### config.mk
export PLATFORM = sky130hd
export DESIGN_NAME = mc_ctrl_fsm_flat
export DESIGN_NICKNAME = d
export VERILOG_FILES = /design/src/rtl/mc_pkg.sv /design/src/rtl/mc_ctrl_fsm_if.sv /design/src/rtl/mc_inst_class.sv /design/src/rtl/mc_ctrl_fsm.sv /design/src/flat_wrapper.sv
export SDC_FILE = /design/constraint.sdc
export NUM_CORES = 1
export LEC_CHECK = 0
export BUFFER_PORTS_ARGS = -buffer_cell sky130_fd_sc_hd__buf_2
export CORE_ASPECT_RATIO = 0.6
export CORE_MARGIN = 2
export CORE_UTILIZATION = 52
export DETAILED_ROUTE_END_ITERATION = 6
export GPL_TIMING_DRIVEN = 1
export PLACE_DENSITY = 0.89
export SYNTH_ARGS = -nofsm -noshare
export SYNTH_HDL_FRONTEND = slang
export SYNTH_SLANG_ARGS = --single-unit
export TNS_END_PERCENT = 50
### constraint.sdc
create_clock -name clk -period 2.6 [get_ports clk]
set_input_delay 0.26 -clock clk [delete_from_list [all_inputs] [get_ports clk]]
set_output_delay 0.26 -clock clk [all_outputs]
set_load 0.01 [all_outputs]
### src/rtl/mc_pkg.sv
// -----------------------------------------------------------------------------
// mc_pkg
// Shared definitions for the multicycle control FSM:
//   - state_e      : FSM state encoding (IF=0, ID=1, EX=2, MEM=3, WB=4)
//   - inst_class_e : instruction classes produced by the decoder
//   - OP_* / FN_*  : opcode and function-field constants
//   - is_jump()    : classes that redirect the PC during ID
// -----------------------------------------------------------------------------
package mc_pkg;

  typedef enum logic [2:0] {
    ST_IF  = 3'd0,
    ST_ID  = 3'd1,
    ST_EX  = 3'd2,
    ST_MEM = 3'd3,
    ST_WB  = 3'd4
  } state_e;

  typedef enum logic [3:0] {
    CLS_RTYPE   = 4'd0,
    CLS_JR      = 4'd1,
    CLS_IMM     = 4'd2,
    CLS_LW      = 4'd3,
    CLS_SW      = 4'd4,
    CLS_BEQ     = 4'd5,
    CLS_J       = 4'd6,
    CLS_JAL     = 4'd7,
    CLS_ILLEGAL = 4'd8
  } inst_class_e;

  // Opcodes
  localparam logic [5:0] OP_RTYPE = 6'h00;
  localparam logic [5:0] OP_J     = 6'h02;
  localparam logic [5:0] OP_JAL   = 6'h03;
  localparam logic [5:0] OP_BEQ   = 6'h04;
  localparam logic [5:0] OP_ADDI  = 6'h08;
  localparam logic [5:0] OP_ADDIU = 6'h09;
  localparam logic [5:0] OP_ANDI  = 6'h0C;
  localparam logic [5:0] OP_ORI   = 6'h0D;
  localparam logic [5:0] OP_LUI   = 6'h0F;
  localparam logic [5:0] OP_LW    = 6'h23;
  localparam logic [5:0] OP_SW    = 6'h2B;

  // Function fields (op == OP_RTYPE)
  localparam logic [5:0] FN_JR    = 6'h08;
  localparam logic [5:0] FN_ADD   = 6'h20;
  localparam logic [5:0] FN_ADDU  = 6'h21;
  localparam logic [5:0] FN_SUBU  = 6'h23;
  localparam logic [5:0] FN_AND   = 6'h24;
  localparam logic [5:0] FN_OR    = 6'h25;
  localparam logic [5:0] FN_SLT   = 6'h2A;

  // Classes whose PC update happens in ID.
  function automatic logic is_jump(inst_class_e c);
    return (c == CLS_J) || (c == CLS_JAL) || (c == CLS_JR);
  endfunction

endpackage

### src/rtl/mc_ctrl_fsm_if.sv
// -----------------------------------------------------------------------------
// mc_ctrl_fsm_if
// Bundle between the control FSM and the datapath.
//   Datapath -> FSM : op[5:0], funct[5:0], zero, mem_ready
//   FSM -> datapath : pc_we, ir_we, ab_we, rf_we, dm_we, dm_re
// Handshake: there is no valid/ready pairing here. Every enable is a
// level that is meaningful for exactly the cycle it is high and is acted on
// at the following rising clk edge. mem_ready is a level from memory that
// marks the cycle in which the current IF or MEM access completes.
// Modports:
//   master : the control FSM (drives the enables)
//   slave  : the datapath (drives the instruction fields and flags)
// -----------------------------------------------------------------------------
interface mc_ctrl_fsm_if;

  logic [5:0] op;
  logic [5:0] funct;
  logic       zero;
  logic       mem_ready;

  logic       pc_we;
  logic       ir_we;
  logic       ab_we;
  logic       rf_we;
  logic       dm_we;
  logic       dm_re;

  modport master (
    input  op, funct, zero, mem_ready,
    output pc_we, ir_we, ab_we, rf_we, dm_we, dm_re
  );

  modport slave (
    output op, funct, zero, mem_ready,
    input  pc_we, ir_we, ab_we, rf_we, dm_we, dm_re
  );

endinterface

### src/rtl/mc_inst_class.sv
// -----------------------------------------------------------------------------
// mc_inst_class
// Purely combinational op/funct -> instruction-class decoder.
// Ports:
//   op    [5:0] : opcode field
//   funct [5:0] : function field (only used when op == 0)
//   cls         : decoded class; anything unrecognised is CLS_ILLEGAL
// -----------------------------------------------------------------------------
module mc_inst_class
  import mc_pkg::*;
(
  input  logic [5:0]  op,
  input  logic [5:0]  funct,
  output inst_class_e cls
);

  always_comb begin
    cls = CLS_ILLEGAL;
    case (op)
      OP_RTYPE: begin
        case (funct)
          FN_ADD, FN_ADDU, FN_SUBU, FN_AND, FN_OR, FN_SLT: cls = CLS_RTYPE;
          FN_JR:   cls = CLS_JR;
          default: cls = CLS_ILLEGAL;
        endcase
      end
      OP_ADDI, OP_ADDIU, OP_ANDI, OP_ORI, OP_LUI: cls = CLS_IMM;
      OP_LW:   cls = CLS_LW;
      OP_SW:   cls = CLS_SW;
      OP_BEQ:  cls = CLS_BEQ;
      OP_J:    cls = CLS_J;
      OP_JAL:  cls = CLS_JAL;
      default: cls = CLS_ILLEGAL;
    endcase
  end

endmodule

### src/rtl/mc_ctrl_fsm.sv
// -----------------------------------------------------------------------------
// mc_ctrl_fsm
// Multicycle processor control FSM (IF -> ID -> EX -> MEM -> WB subsets).
// Parameters:
//   CNT_W     : width of the retired-instruction counter (default 32)
// Ports:
//   clk       : clock, rising edge
//   rst       : asynchronous active-high reset
//   bus       : mc_ctrl_fsm_if.master (op/funct/zero/mem_ready in,
//               pc_we/ir_we/ab_we/rf_we/dm_we/dm_re out)
//   state     : current FSM state (debug view of the state register)
//   illegal   : one-cycle pulse when an unrecognised instruction is in ID
//   retire    : one-cycle pulse in the last cycle of each legal instruction
//   instr_cnt : retired-instruction count, wraps at 2^CNT_W
// Build option:
//   MC_CTRL_MEMWAIT_EN : when defined, IF and MEM stall until mem_ready=1;
//                        otherwise mem_ready is ignored and both take one
//                        cycle.
// -----------------------------------------------------------------------------
module mc_ctrl_fsm #(
  parameter int CNT_W = 32
) (
  input  logic             clk,
  input  logic             rst,
  mc_ctrl_fsm_if.master    bus,
  output logic [2:0]       state,
  output logic             illegal,
  output logic             retire,
  output logic [CNT_W-1:0] instr_cnt
);

  import mc_pkg::*;

  state_e           state_q, state_d;
  inst_class_e      cls_q, cls_d;
  inst_class_e      dec_cls;
  logic [CNT_W-1:0] cnt_q, cnt_d;
  logic             mem_done;

  // Ungated enables; the rst gate at the bottom forces everything low
  // combinationally the moment reset is applied.
  logic pc_we_c, ir_we_c, ab_we_c, rf_we_c, dm_we_c, dm_re_c;
  logic illegal_c, retire_c;

  mc_inst_class u_inst_class (
    .op    (bus.op),
    .funct (bus.funct),
    .cls   (dec_cls)
  );

`ifdef MC_CTRL_MEMWAIT_EN
  assign mem_done = bus.mem_ready;
`else
  logic unused_mem_ready;
  assign unused_mem_ready = bus.mem_ready;
  assign mem_done         = 1'b1;
`endif

  always_ff @(posedge clk or posedge rst) begin
    if (rst) begin
      state_q <= ST_IF;
      cls_q   <= CLS_ILLEGAL;
      cnt_q   <= '0;
    end else begin
      state_q <= state_d;
      cls_q   <= cls_d;
      cnt_q   <= cnt_d;
    end
  end

  always_comb begin
    state_d   = state_q;
    cls_d     = cls_q;
    cnt_d     = cnt_q;
    pc_we_c   = 1'b0;
    ir_we_c   = 1'b0;
    ab_we_c   = 1'b0;
    rf_we_c   = 1'b0;
    dm_we_c   = 1'b0;
    dm_re_c   = 1'b0;
    illegal_c = 1'b0;
    retire_c  = 1'b0;

    case (state_q)
      ST_IF: begin
        if (mem_done) begin
          ir_we_c = 1'b1;
          pc_we_c = 1'b1;
          state_d = ST_ID;
        end
      end

      ST_ID: begin
        // Class is captured here so later op/funct changes cannot steer
        // the rest of this instruction.
        cls_d = dec_cls;
        if (dec_cls == CLS_ILLEGAL) begin
          illegal_c = 1'b1;
          state_d   = ST_IF;
        end else begin
          ab_we_c = 1'b1;
          pc_we_c = is_jump(dec_cls);
          case (dec_cls)
            CLS_J, CLS_JR: begin
              retire_c = 1'b1;
              state_d  = ST_IF;
            end
            CLS_JAL: state_d = ST_WB;
            default: state_d = ST_EX;
          endcase
        end
      end

      ST_EX: begin
        case (cls_q)
          CLS_RTYPE, CLS_IMM: state_d = ST_WB;
          CLS_LW, CLS_SW:     state_d = ST_MEM;
          CLS_BEQ: begin
            pc_we_c  = bus.zero;
            retire_c = 1'b1;
            state_d  = ST_IF;
          end
          default: state_d = ST_IF;
        endcase
      end

      ST_MEM: begin
        dm_re_c = (cls_q == CLS_LW);
        if (mem_done) begin
          if (cls_q == CLS_LW) begin
            state_d = ST_WB;
          end else begin
            dm_we_c  = (cls_q == CLS_SW);
            retire_c = (cls_q == CLS_SW);
            state_d  = ST_IF;
          end
        end
      end

      ST_WB: begin
        rf_we_c  = 1'b1;
        retire_c = 1'b1;
        state_d  = ST_IF;
      end

      default: state_d = ST_IF;
    endcase

    if (retire_c) begin
      cnt_d = cnt_q + CNT_W'(1);
    end
  end

  assign bus.pc_we = pc_we_c & ~rst;
  assign bus.ir_we = ir_we_c & ~rst;
  assign bus.ab_we = ab_we_c & ~rst;
  assign bus.rf_we = rf_we_c & ~rst;
  assign bus.dm_we = dm_we_c & ~rst;
  assign bus.dm_re = dm_re_c & ~rst;
  assign illegal   = illegal_c & ~rst;
  assign retire    = retire_c & ~rst;
  assign state     = state_q;
  assign instr_cnt = cnt_q;

endmodule

### src/flat_wrapper.sv
// flat-port wrapper written by rule: the top's interface ports become plain ports
module mc_ctrl_fsm_flat import mc_pkg::*;
#(
  parameter int CNT_W = 32
)
  (clk, rst, state, illegal, retire, instr_cnt, bus_op, bus_funct, bus_zero, bus_mem_ready, bus_pc_we, bus_ir_we, bus_ab_we, bus_rf_we, bus_dm_we, bus_dm_re);
  mc_ctrl_fsm_if bus_i ();
  input  logic clk;
  input  logic rst;
  output logic [2:0] state;
  output logic illegal;
  output logic retire;
  output logic [CNT_W-1:0] instr_cnt;
  input wire logic [$bits(bus_i.op)-1:0] bus_op;
  input wire logic [$bits(bus_i.funct)-1:0] bus_funct;
  input wire logic [$bits(bus_i.zero)-1:0] bus_zero;
  input wire logic [$bits(bus_i.mem_ready)-1:0] bus_mem_ready;
  output wire logic [$bits(bus_i.pc_we)-1:0] bus_pc_we;
  output wire logic [$bits(bus_i.ir_we)-1:0] bus_ir_we;
  output wire logic [$bits(bus_i.ab_we)-1:0] bus_ab_we;
  output wire logic [$bits(bus_i.rf_we)-1:0] bus_rf_we;
  output wire logic [$bits(bus_i.dm_we)-1:0] bus_dm_we;
  output wire logic [$bits(bus_i.dm_re)-1:0] bus_dm_re;
  assign bus_i.op = bus_op;
  assign bus_i.funct = bus_funct;
  assign bus_i.zero = bus_zero;
  assign bus_i.mem_ready = bus_mem_ready;
  assign bus_pc_we = bus_i.pc_we;
  assign bus_ir_we = bus_i.ir_we;
  assign bus_ab_we = bus_i.ab_we;
  assign bus_rf_we = bus_i.rf_we;
  assign bus_dm_we = bus_i.dm_we;
  assign bus_dm_re = bus_i.dm_re;
  mc_ctrl_fsm #(.CNT_W(CNT_W)) u_core (.clk(clk), .rst(rst), .bus(bus_i), .state(state), .illegal(illegal), .retire(retire), .instr_cnt(instr_cnt));
endmodule
### After elaboration in Yosys (flattened, before gate mapping)

Cells that the tools add are included.
Widths: inputs -> output; s select.

* mux-type cells: 23
* reductions and logical operators: 10
* add/sub/neg operators: 1
* equality and inequality tests: 29
* bitwise logic cells: 9

Operator list (count)
* $eq 6x6->1 const B: 8
* $eq 6x4->1 const B: 6
* $add 32x1->32 const B: 1
* $pmux 4 s7: 1
* $eq 4x3->1 const B: 4
* $mux 1: 14
* $eq 6x2->1 const B: 2
* $pmux 3 s2: 2
* $pmux 3 s4: 1
* $and 1x1->1: 8
* $eq 4x2->1 const B: 2
* $pmux 4 s2: 1
* $eq 3x2->1 const B: 2
* $eq 6x3->1 const B: 1
* $logic_not 6->1: 1
* $mux 3: 2
* $reduce_or 2->1: 3
* $reduce_or 6->1: 1
* $reduce_or 5->1: 1
* $eq 4x1->1 const B: 1
* $eq 4x4->1 const B: 1
* $logic_not 4->1: 1
* $pmux 1 s4: 1
* $eq 3x1->1 const B: 1
* 5 further kinds: 6

* output and inout bits: 43
* register bits after elaboration: 39
* logic and storage cells: 75

### Depth between registers and ports, before layout

Gate-level depths: netlist (run 1).

* depth after elaboration: 10
* gate-level depth with buffers: 7

### Modules after synthesis

Synthesis (run 1) repeated with hierarchy kept, for this count alone.

* cell total of the unflattened synthesis: 214
* area, all modules: 2177.1 um^2

Modules (own cells, without submodules)
* mc_ctrl_fsm: times used 1, area an instance 1998.2 um^2, cells an instance 187
* mc_inst_class: times used 1, area an instance 178.9 um^2, cells an instance 27

### Worst setup path before layout (run 1)

OpenSTA, ideal clock, no wires.

* path type: reg-to-reg
* start: register u_core.cnt_q[9], in the netlist u_core.instr_cnt[9]
* end: register u_core.cnt_q[29], in the netlist u_core.instr_cnt[29]
* data required time: 2.521 ns
* stages on the path, launching flop included: 7
* path slack: 0.358 ns
* arrival time: 2.162 ns
* path through: dfrtp_1 > nand3_1 > or4_1 > buf_2 > or4_4 > nor4_2 > xor2_1

* longest elaborated chain between the ends: 1

RTL lines
* from (decl): line mc_ctrl_fsm.sv:37 `logic [CNT_W-1:0] cnt_q, cnt_d;`
* from (signal assigned): line mc_ctrl_fsm.sv:67 `cnt_q <= cnt_d;`
* $add 32x1->32: line mc_ctrl_fsm.sv:150 `cnt_d = cnt_q + CNT_W'(1);`

Every way passes these cells.
A chain may end at the register's enable or synchronous reset.

### Worst setup path after layout (run 1)

* start: register u_core.state_q[0], in the netlist u_core.state[0]
* end: output retire

* longest elaborated chain between the ends: 3
* elaborated cells between the ends (all ways): 6
* those cells by class: eq/ne: 4; mux: 1; bitwise: 1

RTL lines
* from (decl): line mc_ctrl_fsm.sv:34 `state_e state_q, state_d;`
* from (signal assigned): line mc_ctrl_fsm.sv:65 `state_q <= state_d;`
* $eq 3x3->1 (tied with other cells): line mc_ctrl_fsm.sv:84 `case (state_q)`
* $pmux 1 s4 (*): line mc_ctrl_fsm.sv:84
* $and 1x1->1 (*): line mc_ctrl_fsm.sv:161 `assign retire = retire_c & ~rst;`
* to (decl): line flat_wrapper.sv:12 `output logic retire;`

Every way passes the cells marked *; elsewhere a longest branch is shown, timed or not.

==> qor.txt, run 1 <==
setup repair bufs after CTS = 0
Fin Clk Skew = 0.005504 ns
DP Worst Slack = 0.2842 ns
Max clock buf depth = 2
static leakage = 1.134 nW
Hold WC Path Type = input pin to asynchronous set/reset pin
Die Ht = 54.04 um
largest net degree at the start of global routing = 22
Num CTS Buffers = 5
Final WS setup = 0.3429 ns
first-pass iteration count of the detailed router = 4
Min Hold Slack = 0.07969 ns
total grt overflow = 0
Total Routing Usage GR = 22.87%
Worst Max-Slew Pin Slew = 0.6131 ns
GPL Wtd Cong = 0.8903
clock-pin slew on the worst setup and hold paths = 0.07 ns
crit share post-route = 86.81%
setup tns final = 0 ns
Yosys cell types = 42
Core Area = 4054 sq um
Seq/Total Area, Yosys = 45.04%
#FFs+latches synth = 39
startpoint types = flop
reg2reg start = u_core.instr_cnt[9]$_DFFE_PP0P_
# rows = 18
initial antenna violation count = 0
n_diodes = 0
Net Count, Synth = 247
syn avg cell area = 9.433 sq um
Routed Antenna Nets = 0
DIE AREA = 4722 sq um
Starting Density = 53.52%
Layout area overhead = 21.22%
crit path capture type = output port
DRC = 0
PD cells = 545.4 nW/um^2
Root Driver = clkbuf_8
post-CTS sizing = 0
WP data arrival = 2.00 ns
routed vias/inst = 5.803
min Tclk post-route = 2.257 ns
Finish-stage setup viols = 0
Nets = 306
Fin. Hold Viols = 0
fmax = 443.1 MHz
I/O pins = 59
RSZ-0062 raised after global routing = no
fillers = 331
fin. max-slew vios = 0
R2R cell count = 5
H-tree Lvls = 2
status = complete, no violations
Cell Area, Synth = 2170 sq um
Total Power = 1.434 mW
worst rel slew slack = 58.97%
Crit Path Class = flop to output port
Max-Cap Viols = 0
Top FF cell, synth = dfrtp_1
final core occ = 64.88%
Via Count = 1973
CP required = 2.34 ns
drt total wl = 5.106 mm
PortBufs = 57
worst skew pair latency = 0.28 ns
asr flop ratio synth = 100.0%
worst r2r dst = u_core.instr_cnt[31]$_DFFE_PP0P_
synth warn = 0
CTS Hold Bufs = 0
Routed WL per cell = 15.02 um
first-pass GRT wire length = 8.307 mm
Die W = 87.39 um
DRT iter0 DRCs = 155
CP max FO = 14
number of global-route vias before repair = 1671
cell count after synthesis = 230
# clock sinks = 39
share of layout cells above drive strength 1 = 27.93%
CTS tree = built
peak supply drop = 358.9 uV
R2R setup slack = 0.35 ns
Post-synth EDFFs = 0
post-DP HPWL = 3.849 mm
cell usage in the layout (no fill, tap or decap), drive strengths merged, types with 4 or more instances in the layout:
cell type,netlist,routed
nand2,24,24
buf,4,64
nand3,17,17
a21oi,4,4
nand4,12,12
xor2,11,11
dfrtp,38,38
and3,8,8
nor3,10,10
clkbuf,8,8
inv,7,7
xnor2,21,21
nor2,12,12
o21ai,4,4
nor4,10,10
sequential cells by signal (all words and copies together), names as in the netlist:
signal	count
u_core.cls_q	4
u_core.instr_cnt	32
u_core.state	3
worst max path at each step:
stage	startpoint	slack [ns]	cells past startpoint	end
2_1_floorplan	u_core.instr_cnt[9]$_DFFE_PP0P_	0.36	6	u_core.instr_cnt[29]$_DFFE_PP0P_
3_3_place_gp	bus_op[5]	0.32	5	u_core.instr_cnt[11]$_DFFE_PP0P_
3_5_place_dp	bus_op[5]	0.28	5	u_core.instr_cnt[15]$_DFFE_PP0P_
4_1_cts	u_core.state[0]$_DFF_PP0_	0.12	5	retire
5_1_grt	u_core.state[0]$_DFF_PP0_	0.20	4	retire
6_report	u_core.state[0]$_DFF_PP0_	0.34	4	retire
cell type report:
| class | count | area, sq um | share of cell area (%) |
|---|---|---|---|
| timing repair buffer | 64 | 337.8 | 12.84 |
| sequential | 39 | 977.2 | 37.16 |
| multi-input combinational | 171 | 1122 | 42.67 |
| clock buffer | 8 | 100.1 | 3.806 |
| inverter | 8 | 30.03 | 1.142 |
| tap | 50 | 62.56 | 2.379 |
through the flow:
stage | std cells | area [sq um]
final | 340 | 2630
after floorplan | 230 | 2170
after global placement | 332 | 2529
after CTS | 340 | 2629
after detailed placement | 332 | 2529
after global routing | 340 | 2630
Yosys cell counts (7+ instances only):
| cell | instances | area [sq um] |
|---|---|---|
| and3_1 | 8 | 50.05 |
| nand3_1 | 17 | 85.08 |
| xor2_1 | 11 | 96.34 |
| clkbuf_1 | 8 | 30.03 |
| dfrtp_1 | 38 | 950.9 |
| nand4_1 | 12 | 75.07 |
| inv_1 | 7 | 26.28 |
| nor3_1 | 10 | 50.05 |
| xnor2_1 | 21 | 183.9 |
| nor2_1 | 12 | 45.04 |
| nand2_1 | 24 | 90.09 |
power by group:
group | switching [mW] | internal (mW) | leakage, nW | total, mW
Clock | 0.189 | 0.242 | 0.0515 | 0.431
Combinational | 0.154 | 0.118 | 0.601 | 0.272
Sequential | 0.0749 | 0.656 | 0.481 | 0.731
cell families (layout without fill, tap and decap cells):
kind of cell	Yosys count	count (layout)	share of synthesized area, %
fa+ha+maj	1	1	0.5766
simple gates	110	110	28.49
compound gates	28	28	9.344
flops	39	39	45.04
buf+inv	20	80	3.633
xor+xnor	32	32	12.92
critical path, stage by stage (launching register included):
cell and delay [ns]:
dfrtp_1 0.54, nand2_1 0.27, o41a_2 0.60, nor2_1 0.16, buf_2 0.15
layer usage:
layer	global-route usage (%)	up-vias	routed length [um]
met5	0	-	0
met4	4.103	0	12
met3	5.521	2	412
met2	29.42	71	2099
met1	37.76	950	2581
li1	-	950	-
Note: power is estimated with default switching activity, not from simulation.
==> run 2, diff against run 1 <==
Settings changed: CORE_UTILIZATION 52 to 56, PLACE_DENSITY 0.89 to 0.94, SETUP_SLACK_MARGIN from default to 0.15.
Clock period 2.6 ns to 2.65 ns, I/O delays scaled along.
==> qor.txt, run 2 (synthesis results as in run 1) <==
CP max FO = 6
clock-pin slew on the worst setup and hold paths = 0.08 ns
H-tree Lvls = 2
peak supply drop = 475.2 uV
Starting Density = 58.62%
Buf/Inv on CP = 0
total grt overflow = 0
number of global-route vias before repair = 1888
CP cell instances = nand3_1, or4_1, or4_4, nor4_2, xor2_1
Switching Share = 29.20%
setup repair bufs after CTS = 0
post-DP HPWL = 4.031 mm
min Tclk post-route = 2.316 ns
Nets = 306
initial antenna violation count = 0
number of flip-flops under the largest register name = 32
largest net degree at the start of global routing = 24
CTS tree = built
share of layout cells above drive strength 1 = 28.28%
Routed Antenna Nets = 0
Min Hold Slack = 0.07261 ns
Routed WL per cell = 16.76 um
post-route cell area = 2644 sq um
Layout area overhead = 21.86%
Root Driver = clkbuf_8
Num CTS Buffers = 5
CP max stage cell = or4_4
setup tns final = 0 ns
# rows = 17
first-pass iteration count of the detailed router = 5
Hold WC Path Type = input pin to asynchronous set/reset pin
Worst Max-Slew Pin Slew = 0.6006 ns
n_diodes = 0
Final WS setup = 0.3344 ns
PD cells = 567.8 nW/um^2
worst rel slew slack = 59.81%
Crit Path Class = flop to flop
internal power = 1.063 mW
Die W = 84.36 um
DRC = 0
crit path capture type = flop
static leakage = 1.144 nW
Fin Clk Skew = 0.009588 ns
Die Ht = 52.22 um
WP data arrival = 2.54 ns
fin. max-slew vios = 0
startpoint types = flop
Total Power = 1.501 mW
DP Area = 2525 sq um
routed vias/inst = 6.068
drt total wl = 5.648 mm
# clock sinks = 39
GPL Wtd Cong = 0.8648
Total Routing Usage GR = 27.73%
final core occ = 71.43%
CP required = 2.87 ns
worst skew pair latency = 0.29 ns
I/O pins = 59
Finish-stage setup viols = 0
DP Worst Slack = 0.2594 ns
Clock Power Share = 34.2%
worst stage delay on the critical path = 0.61 ns
Fin. Hold Viols = 0
CP top delay family = simple AND/OR/NAND/NOR gates
P_sw = 0.4384 mW
status = complete, no violations
most common cell after layout, fill and taps aside = buf_2
fillers = 273
CTS Hold Bufs = 0
Max clock buf depth = 2
share of power burned in registers = 47.7%
first-pass GRT wire length = 9.384 mm
Combinational Power Share = 18.1%
DRT iter0 DRCs = 177
uppermost routed layer = met4
fmax = 431.8 MHz
RSZ-0062 raised after global routing = no
metal3 WL = 441 um
WL met2 = 2.550 mm
Inst Count DP = 329
crit share post-route = 87.38%
Via Count = 2045
fin cells = 337
wl on met1 = 2.624 mm
DIE AREA = 4405 sq um
commonest non-fill, non-tap cells in the layout = 57 x buf_2, 38 x dfrtp_1, 24 x nand2_1
Max-Cap Viols = 0
PortBufs = 57
Core Area = 3701 sq um
## run 2: cell types whose count changed in the layout (fill, tap and decap cells not counted)
cell,previous run,this run
bufinv_16,0,1
clkbuf_1,1,0
clkbuf_8,7,6
clkinv_2,0,1
## run 2: area by class of cell
type | instances | area [sq um] | share of cell area (%)
Clock buffer | 6 | 82.58 | 3.124
Clock inverter | 2 | 35.03 | 1.325
Inverter | 8 | 30.03 | 1.136
Multi-Input combinational cell | 171 | 1122 | 42.45
Sequential cell | 39 | 977.2 | 36.96
Tap cell | 47 | 58.81 | 2.224
Timing Repair Buffer | 64 | 337.8 | 12.78
## run 2: path summary, 6_finish.rpt
| kind | to | startpoint | depth (start not counted) | slack, ns |
|---|---|---|---|---|
| setup / recovery | u_core.instr_cnt[31]$_DFFE_PP0P_ | u_core.instr_cnt[9]$_DFFE_PP0P_ | 5 | 0.33 |
| hold / removal | u_core.instr_cnt[18]$_DFFE_PP0P_ | rst | 3 | 0.07 |
| setup reg to reg | u_core.instr_cnt[31]$_DFFE_PP0P_ | u_core.instr_cnt[9]$_DFFE_PP0P_ | 5 | 0.33 |
| hold reg to reg | u_core.instr_cnt[31]$_DFFE_PP0P_ | u_core.instr_cnt[31]$_DFFE_PP0P_ | 1 | 0.47 |
| max in group asynchronous | u_core.cls_q[3]$_DFFE_PP1P_ | rst | 3 | 2.32 |
| min in group clk | u_core.cls_q[0]$_DFFE_PP0P_ | bus_op[4] | 4 | 0.37 |
## run 2: worst reg2reg max path, stage by stage, from the launching register on
cell	delay (ns)
dfrtp_1	0.47
nand3_1	0.13
or4_1	0.53
or4_4	0.61
nor4_2	0.34
xor2_1	0.17
## run 2: timing repair
action                                  CTS  global route
endpoints found under the setup margin    1             0
gates resized for setup                   1             0
endpoints found under the hold margin     0             0
## run 2: power groups by stage
stage               clock, mW  sequential, mW  combinational [mW]
floorplan                   0           0.706               0.181
global placement            0           0.721               0.259
detailed placement          0           0.724               0.268
CTS                     0.517           0.714               0.270
global route            0.557           0.726               0.299
finish                  0.513           0.717               0.271
## run 2: metal layers
| layer | global-route usage, % | up-vias |
|---|---|---|
| li1 | - | 946 |
| met1 | 40.49 | 1002 |
| met2 | 41.67 | 92 |
| met3 | 7.244 | 5 |
| met4 | 6.878 | 0 |
| met5 | 0 | - |
==> run 3, diff against run 2 <==
Settings changed: CORE_MARGIN 2 to default.
==> qor.txt, run 3 (synthesis results as in run 1) <==
status = complete, no violations
total grt overflow = 0
static leakage = 1.144 nW
setup repair bufs after CTS = 0
most common cell after layout, fill and taps aside = buf_2
initial antenna violation count = 0
PD cells = 566.2 nW/um^2
peak supply drop = 418.6 uV
WP data arrival = 2.08 ns
Fin Clk Skew = 0.01046 ns
first-pass GRT wire length = 8.783 mm
R2R setup slack = 0.41 ns
CP max FO = 14
Via Count = 2030
number of flip-flops under the largest register name = 32
Finish-stage setup viols = 0
post-DP HPWL = 4.060 mm
largest net degree at the start of global routing = 23
crit share post-route = 88.39%
startpoint types = flop
DRT iter0 DRCs = 213
DP Worst Slack = 0.2534 ns
fillers = 260
met3 usage = 6.727%
RSZ-0062 raised after global routing = no
crit path capture type = output port
CP max stage cell = o41a_2
H-tree Lvls = 2
setup tns final = 0 ns
GRT busiest layer = met1
routed vias/inst = 6.024
Hold WC Path Type = input pin to asynchronous set/reset pin
CTS tree = built
Starting Density = 58.96%
Total Routing Usage GR = 29.36%
clock-pin slew on the worst setup and hold paths = 0.08 ns
worst rel slew slack = 66.09%
Worst Max-Slew Pin Slew = 0.5068 ns
post-route cell area = 2650 sq um
Layout area overhead = 22.15%
share of layout cells above drive strength 1 = 28.62%
Max clock buf depth = 2
PortBufs = 57
R2R cell count = 5
Fin. Hold Viols = 0
drt total wl = 5.393 mm
CTS Hold Bufs = 0
Final WS setup = 0.3075 ns
Nets = 306
Die W = 82.36 um
met1 Use GR = 45.79%
DRC = 0
Min Hold Slack = 0.07323 ns
# rows = 17
min Tclk post-route = 2.342 ns
Core Area = 3680 sq um
commonest non-fill, non-tap cells in the layout = 57 x buf_2, 38 x dfrtp_1, 24 x nand2_1
M2 GR Usage = 39.81%
worst stage delay on the critical path = 0.63 ns
CP required = 2.38 ns
Max-Cap Viols = 0
Routed WL per cell = 16.00 um
CP cell instances = nand2_1, o41a_2, nor2_1, buf_2
DP Area = 2525 sq um
number of global-route vias before repair = 1732
GPL Wtd Cong = 0.8623
fin. max-slew vios = 0
worst r2r dst = u_core.instr_cnt[30]$_DFFE_PP0P_
Root Driver = clkbuf_8
Num CTS Buffers = 5
n_diodes = 0
worst skew pair latency = 0.30 ns
I/O pins = 59
fmax = 426.9 MHz
post-CTS sizing = 1
reg2reg start = u_core.instr_cnt[9]$_DFFE_PP0P_
Die Ht = 50.22 um
first-pass iteration count of the detailed router = 5
DIE AREA = 4135 sq um
Crit Path Class = flop to output port
Routed Antenna Nets = 0
# clock sinks = 39
run 3: cell counts in the layout (fill, tap and decap cells not counted):
Identical to the previous run, type by type.
run 3: stage by stage:
step	cells	utilization, %	total power [mW]
floorplan	230	-	0.8869
global placement	329	68.62	0.9815
detailed placement	329	68.62	0.9902
CTS	337	71.85	1.497
global route	337	72.02	1.570
finish	337	72.02	1.501
run 3: area by class of cell:
class	count	area [sq um]	area share (%)
multi-input combinational	171	1129	42.59
tap	47	58.81	2.219
timing repair buffer	64	337.8	12.75
inverter	8	30.03	1.133
clock buffer	6	82.58	3.116
clock inverter	2	35.03	1.322
sequential	39	977.2	36.87
run 3: worst max-delay path: cells and delay by family (launching register included):
kind | cells | cell delay [ns]
buf+inv | 1 | 0.15
flops | 1 | 0.55
compound gates | 1 | 0.63
simple gates | 2 | 0.46
run 3: worst max-delay path by stage:
| stage | slack, ns | endpoint | startpoint |
|---|---|---|---|
| 6_report | 0.31 | retire | u_core.state[0]$_DFF_PP0_ |
| 5_1_grt | 0.19 | retire | u_core.state[0]$_DFF_PP0_ |
| 4_1_cts | 0.33 | retire | u_core.state[0]$_DFF_PP0_ |
| 3_3_place_gp | 0.36 | u_core.instr_cnt[11]$_DFFE_PP0P_ | bus_op[5] |
| 3_5_place_dp | 0.25 | u_core.instr_cnt[15]$_DFFE_PP0P_ | bus_op[5] |
| 2_1_floorplan | 0.41 | u_core.instr_cnt[29]$_DFFE_PP0P_ | u_core.instr_cnt[9]$_DFFE_PP0P_ |
run 3: per-layer routing:
metal / vias to the layer above / share of wire [%]
met4: 0 / 1.1
met3: 8 / 8.3
met2: 99 / 44
met1: 973 / 46
li1: 950 / -
met5: - / 0
run 3: power breakdown:
group	switching, mW	internal (mW)	leakage [nW]	total (mW)
clock	0.208	0.305	0.0612	0.513
sequential	0.0735	0.644	0.481	0.717
combinational	0.156	0.115	0.602	0.270
